`src/rtl/router_sync.sv`:
```
// router_sync: destination-address latch, one-hot FIFO write-enable decode,
// per-FIFO valid flags, and per-FIFO stall timeout that issues a one-cycle
// soft reset when a FIFO holds data that nobody reads for TIMEOUT cycles.

// Per-channel stall timer. Counts consecutive edges where the FIFO has data
// but is not being read; pulses soft_reset_o for one cycle on the TIMEOUT-th.
module router_sync_timer #(
    parameter int TIMEOUT = 30,
    parameter int CW      = 5
) (
    input  logic clk,
    input  logic rst,
    input  logic vld_i,
    input  logic rd_i,
    output logic soft_reset_o
);

    localparam logic [CW-1:0] CNT_MAX = CW'(TIMEOUT - 1);

    logic [CW-1:0] cnt_q, cnt_d;
    logic          sr_q, sr_d;

    // Next-state: count while stalled, wrap and pulse at the limit, clear on read/empty.
    always_comb begin
        cnt_d = '0;
        sr_d  = 1'b0;
        if (vld_i && !rd_i) begin
            if (cnt_q == CNT_MAX) begin
                cnt_d = '0;
                sr_d  = 1'b1;
            end else begin
                cnt_d = cnt_q + 1'b1;
            end
        end
    end

    // State registers with synchronous reset.
    always_ff @(posedge clk) begin
        if (rst) begin
            cnt_q <= '0;
            sr_q  <= 1'b0;
        end else begin
            cnt_q <= cnt_d;
            sr_q  <= sr_d;
        end
    end

    assign soft_reset_o = sr_q;

endmodule

module router_sync #(
    parameter int TIMEOUT = 30
) (
    input  logic       clk,
    input  logic       resetn,          // active-high despite the name
    input  logic       detect_add,
    input  logic [1:0] datain,
    input  logic       write_enb_reg,
    input  logic       full_0,
    input  logic       full_1,
    input  logic       full_2,
    input  logic       empty_0,
    input  logic       empty_1,
    input  logic       empty_2,
    input  logic       read_enb_0,
    input  logic       read_enb_1,
    input  logic       read_enb_2,
    output logic [2:0] write_enb,
    output logic       fifo_full,
    output logic       vld_out_0,
    output logic       vld_out_1,
    output logic       vld_out_2,
    output logic       soft_reset_0,
    output logic       soft_reset_1,
    output logic       soft_reset_2
);

    localparam int NUM_CH = 3;

    logic [1:0]        addr_q, addr_d;
    logic [NUM_CH-1:0] vld, rd, sr;

    // Address latch: load on header detect, hold otherwise.
    always_comb begin
        addr_d = addr_q;
        if (detect_add) addr_d = datain;
    end

    // Address register; reset wins over detect_add.
    always_ff @(posedge clk) begin
        if (resetn) addr_q <= 2'b00;
        else        addr_q <= addr_d;
    end

    // Write-enable and full-flag decode from the latched (old) address.
    always_comb begin
        write_enb = 3'b000;
        fifo_full = 1'b0;
        case (addr_q)
            2'b00: begin write_enb = {2'b00, write_enb_reg};       fifo_full = full_0; end
            2'b01: begin write_enb = {1'b0, write_enb_reg, 1'b0};  fifo_full = full_1; end
            2'b10: begin write_enb = {write_enb_reg, 2'b00};       fifo_full = full_2; end
            default: begin write_enb = 3'b000;                     fifo_full = 1'b0;   end
        endcase
    end

    // Valid is purely the inverse of empty, unaffected by reset.
    assign vld = ~{empty_2, empty_1, empty_0};
    assign rd  = {read_enb_2, read_enb_1, read_enb_0};

    assign vld_out_0 = vld[0];
    assign vld_out_1 = vld[1];
    assign vld_out_2 = vld[2];

    for (genvar g = 0; g < NUM_CH; g++) begin : g_ch
        router_sync_timer #(
            .TIMEOUT (TIMEOUT),
            .CW      (5)
        ) u_timer (
            .clk          (clk),
            .rst          (resetn),
            .vld_i        (vld[g]),
            .rd_i         (rd[g]),
            .soft_reset_o (sr[g])
        );
    end

    assign soft_reset_0 = sr[0];
    assign soft_reset_1 = sr[1];
    assign soft_reset_2 = sr[2];

endmodule

```
`config.mk`:
```
export PLATFORM = sky130hd
export DESIGN_NAME = router_sync
export DESIGN_NICKNAME = d
export VERILOG_FILES = /design/src/rtl/router_sync.sv
export SDC_FILE = /design/constraint.sdc
export NUM_CORES = 1
export LEC_CHECK = 0
export BUFFER_PORTS_ARGS = -buffer_cell sky130_fd_sc_hd__buf_4
export CAP_MARGIN = 10
export CORE_MARGIN = 2
export CORE_UTILIZATION = 50
export CTS_CLUSTER_DIAMETER = 60
export DETAILED_ROUTE_END_ITERATION = 10
export HOLD_SLACK_MARGIN = 0.06
export PLACE_DENSITY_LB_ADDON = 0.05
export SYNTH_ARGS = -nofsm -noshare
export SYNTH_HDL_FRONTEND = slang
export SYNTH_SLANG_ARGS = --single-unit
```
`constraint.sdc`:
```
create_clock -name clk -period 2.74 [get_ports clk]
set_input_delay 0.548 -clock clk [delete_from_list [all_inputs] [get_ports clk]]
set_output_delay 0.548 -clock clk [all_outputs]
set_load 0.005 [all_outputs]
```
==> results_dict.tcl, run 1 <==
set metrics [dict create \
    cp_slowest_cell "dfxtp_1" \
    die_w_um 44.3 \
    critPathKind "reg -> out" \
    layout_min_cycle_time_ns 1.68 \
    drive_gt1_frac 0.265 \
    drc_errors 0 \
    avgViaCountPerCell 4.89 \
    dp_hpwl_um 1070 \
    cts.sink_count 20 \
    postCtsSetupRepairBufs 0 \
    syn_area_um2 811 \
    gp_congestion 0.758 \
    grt_pass1_vias 595 \
    yosysUniqueCellTypes 17 \
    crit_end "fifo_full" \
    clk_latency_ns 0.30 \
    critPathBufInv 1 \
    antenna_found_initial 0 \
    slowest_delay_ns 0.42 \
    cp.depth 3 \
    yosys_warnings 0 \
    yosysTopAreaCellShare 0.494 \
    r2r_end "g_ch[1].u_timer.cnt_q[4]" \
    finalHoldViolCount 0 \
    start_util 0.538 \
    yosys.area.top_type "dfxtp_1" \
    r2r_start "g_ch[1].u_timer.cnt_q[0]" \
    outcome "completed" \
    dr.pass1.iters 4 \
    p_leak_nw 0.458 \
    grt_start_max_net_pins 12 \
    rsz0062_at_grt "false" \
    min_period_over_period 0.613 \
    p_per_area_mw_per_mm2 486 \
    fin_cells 129 \
    fin_setup_tns_ns 0 \
    diodes 0 \
    drtIter0Drc 2 \
    via_count 631 \
    fp-row-count 14 \
    area_growth_pct 29.2 \
    die_area_mm2 0.00196 \
    cts_max_path_buffers 2 \
    hold_path_class "in -> reg" \
    worst_ep_arrival_time_ns 1.13 \
    cts_root_buffer "clkbuf_4" \
    finalPower_mw 0.509 \
    syn-instance-count 85 \
    htreeDepth 1 \
    track_usage 0.178 \
    core_area_mm2 0.00151 \
    fin_ws_ns 1.06 \
    hold_ws_ns 0.448 \
    crit_path_end_kind "output pin" \
    grt_pass1_wl_um 2480 \
    path_clk_slew_ns 0.10 \
    synth-seq-cells 20 \
    dp.cells 125 \
    port_buffers 24 \
    synth_nets 106 \
    globalRouteOverflowTotal 0 \
    place_ws_ns 1.19 \
    ctsResizeCount 0 \
    worst_pin_slew_ns 0.199 \
    antenna_left 0 \
    die_y_um 44.3 \
    ff2ff_path_depth 4 \
    path_cells "mux2i_1 > o21ai_0 > buf_4" \
    cp.required_ns 2.19 \
    tritoncts "yes" \
    cpLargestDelayFamily "flip-flops" \
    path_max_fanout 6 \
    wirelength_um 1330 \
    wl_per_cell_um 10.3 \
    seq_area_um2 400 \
    synth-seq-area-share 0.494 \
    fmax_ghz 0.595 \
    cts_hold_buf 0 \
    io_pins 25 \
    cp-start-kind "flop" \
    finClkSkew_ns 0.00478 \
    cts-buffers-inserted 3 \
    syn_area_per_cell_um2 9.54 \
    ys_top_cells_by_area "dfxtp_1 (49%), ha_1 (9.3%), nor2_1 (8.3%), xor2_1 (6.5%), mux2i_1 (3.7%)" \
    slew_headroom 0.866 \
    nNetsFinal 135 \
    multiInputGateArea_um2 388 \
    fillers 133 \
    finalSetupViolations 0 \
    drv_cap 0 \
    ir_drop_uv 310 \
    rrSetupSlack_ns 1.70 \
    slew_viol_final 0 \
    startpoint "addr_q[0]" \
]
==> per-layer routing <==
layer  track usage  part of all wire  up-vias
li1              -                 -      331
met1         0.204              0.43      277
met2         0.279              0.46       18
met3        0.0694             0.080        5
met4         0.109             0.028        0
met5             0                 0        -
==> cell type report <==
type,count,area share
timing repair buffer,24,0.172
sequential,20,0.382
multi-input combinational,59,0.370
tap,16,0.0191
inverter,6,0.0215
clock buffer,4,0.0346
==> worst min path at each step <==
stage / from / endpoint / slack (ns) / cells after the start
global route: resetn / addr_q[1] / 0.42 / 2
global placement: g_ch[1].u_timer.cnt_q[0] / g_ch[1].u_timer.cnt_q[0] / 0.45 / 1
detailed placement: g_ch[0].u_timer.cnt_q[0] / g_ch[0].u_timer.cnt_q[0] / 0.45 / 1
floorplan: g_ch[0].u_timer.cnt_q[0] / g_ch[0].u_timer.cnt_q[0] / 0.43 / 1
CTS: resetn / addr_q[1] / 0.44 / 2
finish: resetn / addr_q[1] / 0.45 / 2
==> cell usage in the layout (no fill, tap or decap), types with 2 or more instances in the layout <==
master / Yosys / final
nand3_1: 6 / 6
nand4_1: 3 / 3
dfxtp_1: 20 / 20
clkbuf_4: 0 / 3
xor2_1: 6 / 6
nand2_1: 4 / 4
ha_1: 6 / 6
buf_4: 0 / 24
nor2b_1: 3 / 3
nor3_2: 2 / 2
nor2_1: 18 / 18
mux2i_1: 3 / 3
xnor2_1: 3 / 3
inv_1: 6 / 6
==> stage by stage <==
stage                     utilization  cell area [um^2]
after floorplan                     -               811
after global placement          0.671              1010
after detailed placement        0.671              1010
after CTS                       0.695              1050
after global routing            0.695              1050
final                           0.695              1050
==> synth_stat cells (all sizes together) <==
cell / count
dfxtp: 20
nor2: 18
ha: 6
inv: 6
nand3: 6
xor2: 6
nand2: 4
mux2i: 3
nand4: 3
nor2b: 3
nor3: 3
xnor2: 3
and3b: 1
nand3b: 1
nor3b: 1
o21ai: 1
==> logic make-up after synthesis <==
group           synth area share
buf+inv                   0.0278
mux                       0.0370
simple gates               0.245
flops                      0.494
compound gates           0.00617
fa+ha+maj                 0.0926
xor+xnor                  0.0972
==> flip-flops by register name (all words and copies together), names as in the netlist <==
signal,flops
addr_q,2
g_ch.u_timer.cnt_q,15
g_ch.u_timer.soft_reset_o,3
==> report_power, final <==
group / switching, mW / leakage (nW) / internal [mW]
combinational: 0.0159 / 0.275 / 0.0277
clock: 0.0852 / 0.0210 / 0.0811
sequential: 0.00462 / 0.162 / 0.295
total: 0.106 / 0.458 / 0.403
Power figures use the tool's default switching activity.
==> run 2, diff against run 1 <==
--- a/config.mk
+++ b/config.mk
@@ -8,7 +8,7 @@
 export BUFFER_PORTS_ARGS = -buffer_cell sky130_fd_sc_hd__buf_4
 export CAP_MARGIN = 10
 export CORE_MARGIN = 2
-export CORE_UTILIZATION = 50
+export CORE_UTILIZATION = 43
 export CTS_CLUSTER_DIAMETER = 60
 export DETAILED_ROUTE_END_ITERATION = 10
 export HOLD_SLACK_MARGIN = 0.06
==> constraint.sdc (replaced) <==
create_clock -name clk -period 1.46 [get_ports clk]
set_input_delay 0.292 -clock clk [delete_from_list [all_inputs] [get_ports clk]]
set_output_delay 0.292 -clock clk [all_outputs]
set_load 0.005 [all_outputs]
==> run 2 against run 1 <==
Net effect:
- largest cell class unchanged
- final cell count is 7.0% higher
- critical endpoint unchanged
- sequential power increased by 88%
- sequential share of layout area fell by 0.91 points
- worst setup slack got worse by 0.95 ns
- clock power grew to 2.6 times the previous value
- clock skew decreased by 0.0042 ns
==> results_dict.tcl, run 2 (same netlist as run 1, synthesis figures left out) <==
set metrics [dict create \
    io_pins 25 \
    tritoncts "yes" \
    path_clk_slew_ns 0.10 \
    fp-row-count 15 \
    die_area_mm2 0.00225 \
    critPathKind "reg -> out" \
    via_count 598 \
    port_buffers 24 \
    core_area_mm2 0.00175 \
    clk_latency_ns 0.30 \
    r2r_end "g_ch[0].u_timer.cnt_q[2]" \
    min_period_over_period 0.927 \
    dr.pass1.iters 4 \
    worst_pin_slew_ns 0.194 \
    slew_viol_final 0 \
    ff2ff_path_depth 5 \
    start_util 0.465 \
    gp_congestion 0.720 \
    wl_per_cell_um 9.18 \
    p_leak_nw 0.466 \
    diodes 0 \
    outcome "completed" \
    finClkSkew_ns 0.000592 \
    cts_root_buffer "clkbuf_4" \
    die_y_um 47.4 \
    globalRouteOverflowTotal 0 \
    fmax_ghz 0.739 \
    cp.required_ns 1.17 \
    grt_start_max_net_pins 13 \
    fin_cells 138 \
    die_w_um 47.4 \
    finalHoldViolCount 0 \
    antenna_found_initial 0 \
    cts.sink_count 20 \
    hold_path_class "in -> reg" \
    dp_hpwl_um 999 \
    startpoint "addr_q[0]" \
    drive_gt1_frac 0.274 \
    p_per_area_mw_per_mm2 1010 \
    dp.cells 134 \
    rsz0062_at_grt "false" \
    wirelength_um 1270 \
    ir_drop_uv 617 \
    avgViaCountPerCell 4.33 \
    antenna_left 0 \
    fillers 167 \
    area_growth_pct 32.7 \
    cp-start-kind "flop" \
    largest_register_ffs 15 \
    drc_errors 0 \
    largest_register "g_ch.u_timer.cnt_q" \
    nNetsFinal 135 \
    min-delay-start "resetn" \
    slew_headroom 0.870 \
    rrSetupSlack_ns 0.45 \
    track_usage 0.121 \
    layout_commonest_cell "buf_4" \
    cts_max_path_buffers 2 \
    r2r_start "g_ch[0].u_timer.cnt_q[1]" \
    cts-buffers-inserted 3 \
    grt_pass1_vias 480 \
    layout_min_cycle_time_ns 1.35 \
    crit_path_end_kind "output pin" \
    final_cell_mix "buf_4 (24), dfxtp_1 (19), nor2_1 (18)" \
    drv_cap 0 \
    htreeDepth 1 \
    postCtsSetupRepairBufs 0 \
    grt_pass1_wl_um 1850 \
    crit_end "fifo_full" \
    finalSetupViolations 0 \
    fin_setup_tns_ns 0 \
    worst_ep_arrival_time_ns 1.06 \
    drtIter0Drc 3 \
    path_max_fanout 6 \
]
-- run 2: final cells by class --
cell class / count / area [um^2] / share of cell area
inverter: 6 / 22.5 / 0.0209
clock buffer: 3 / 22.5 / 0.0209
sequential: 20 / 402 / 0.373
timing repair buffer: 24 / 180 / 0.167
tap: 25 / 31.3 / 0.0291
multi-input combinational: 59 / 388 / 0.360
clock inverter: 1 / 30.0 / 0.0279
-- run 2: power breakdown --
part,total [mW],internal (mW),leakage (nW),switching [mW]
Sequential,0.562,0.553,0.162,0.00840
Combinational,0.0814,0.0519,0.275,0.0296
Clock,0.439,0.277,0.0279,0.162
Total,1.08,0.883,0.466,0.200
-- run 2: through the flow --
| stage | instance area [um^2] | hold slack, ns | total power, mW | setup WS [ns] | utilization |
|---|---|---|---|---|---|
| 3_3_place_gp | 1020 | 0.448 | 0.656 | 0.379 | 0.586 |
| 2_1_floorplan | 811 | 0.364 | 0.600 | 0.524 | - |
| 5_1_grt | 1080 | 0.196 | 1.12 | 0.0411 | 0.616 |
| 3_5_place_dp | 1020 | 0.453 | 0.657 | 0.362 | 0.586 |
| 6_report | 1080 | 0.199 | 1.08 | 0.106 | 0.616 |
| 4_1_cts | 1070 | 0.193 | 1.10 | 0.0197 | 0.616 |
-- run 2: metal layers --
metal,vias to the layer above,GRT usage,share of wire,routed length (um)
met2,17,0.173,0.42,536
met3,2,0.0528,0.092,117
met4,0,0.0667,0.0095,12
met5,-,0,0,0
li1,331,-,-,-
met1,248,0.153,0.47,600
-- run 2: what timing repair did --
| action | 4_1_cts | 5_1_grt |
|---|---|---|
| hold buffers | 0 | 0 |
| setup endpoints to repair | 0 | 1 |
| resized for setup | 0 | 1 |
-- run 2: worst min path at each step --
| stage | to | slack (ns) | cells after the start |
|---|---|---|---|
| 4_1_cts | addr_q[0] | 0.19 | 2 |
| 3_5_place_dp | g_ch[0].u_timer.cnt_q[0] | 0.45 | 1 |
| 6_report | addr_q[0] | 0.20 | 2 |
| 3_3_place_gp | g_ch[0].u_timer.cnt_q[0] | 0.45 | 1 |
| 5_1_grt | addr_q[0] | 0.20 | 2 |
| 2_1_floorplan | addr_q[0] | 0.36 | 1 |
-- run 2: worst max-delay path, cell delays in order (launching register included) --
cell	delay (ns)
dfxtp_2	0.38
mux2i_1	0.18
o21ai_0	0.08
buf_4	0.14
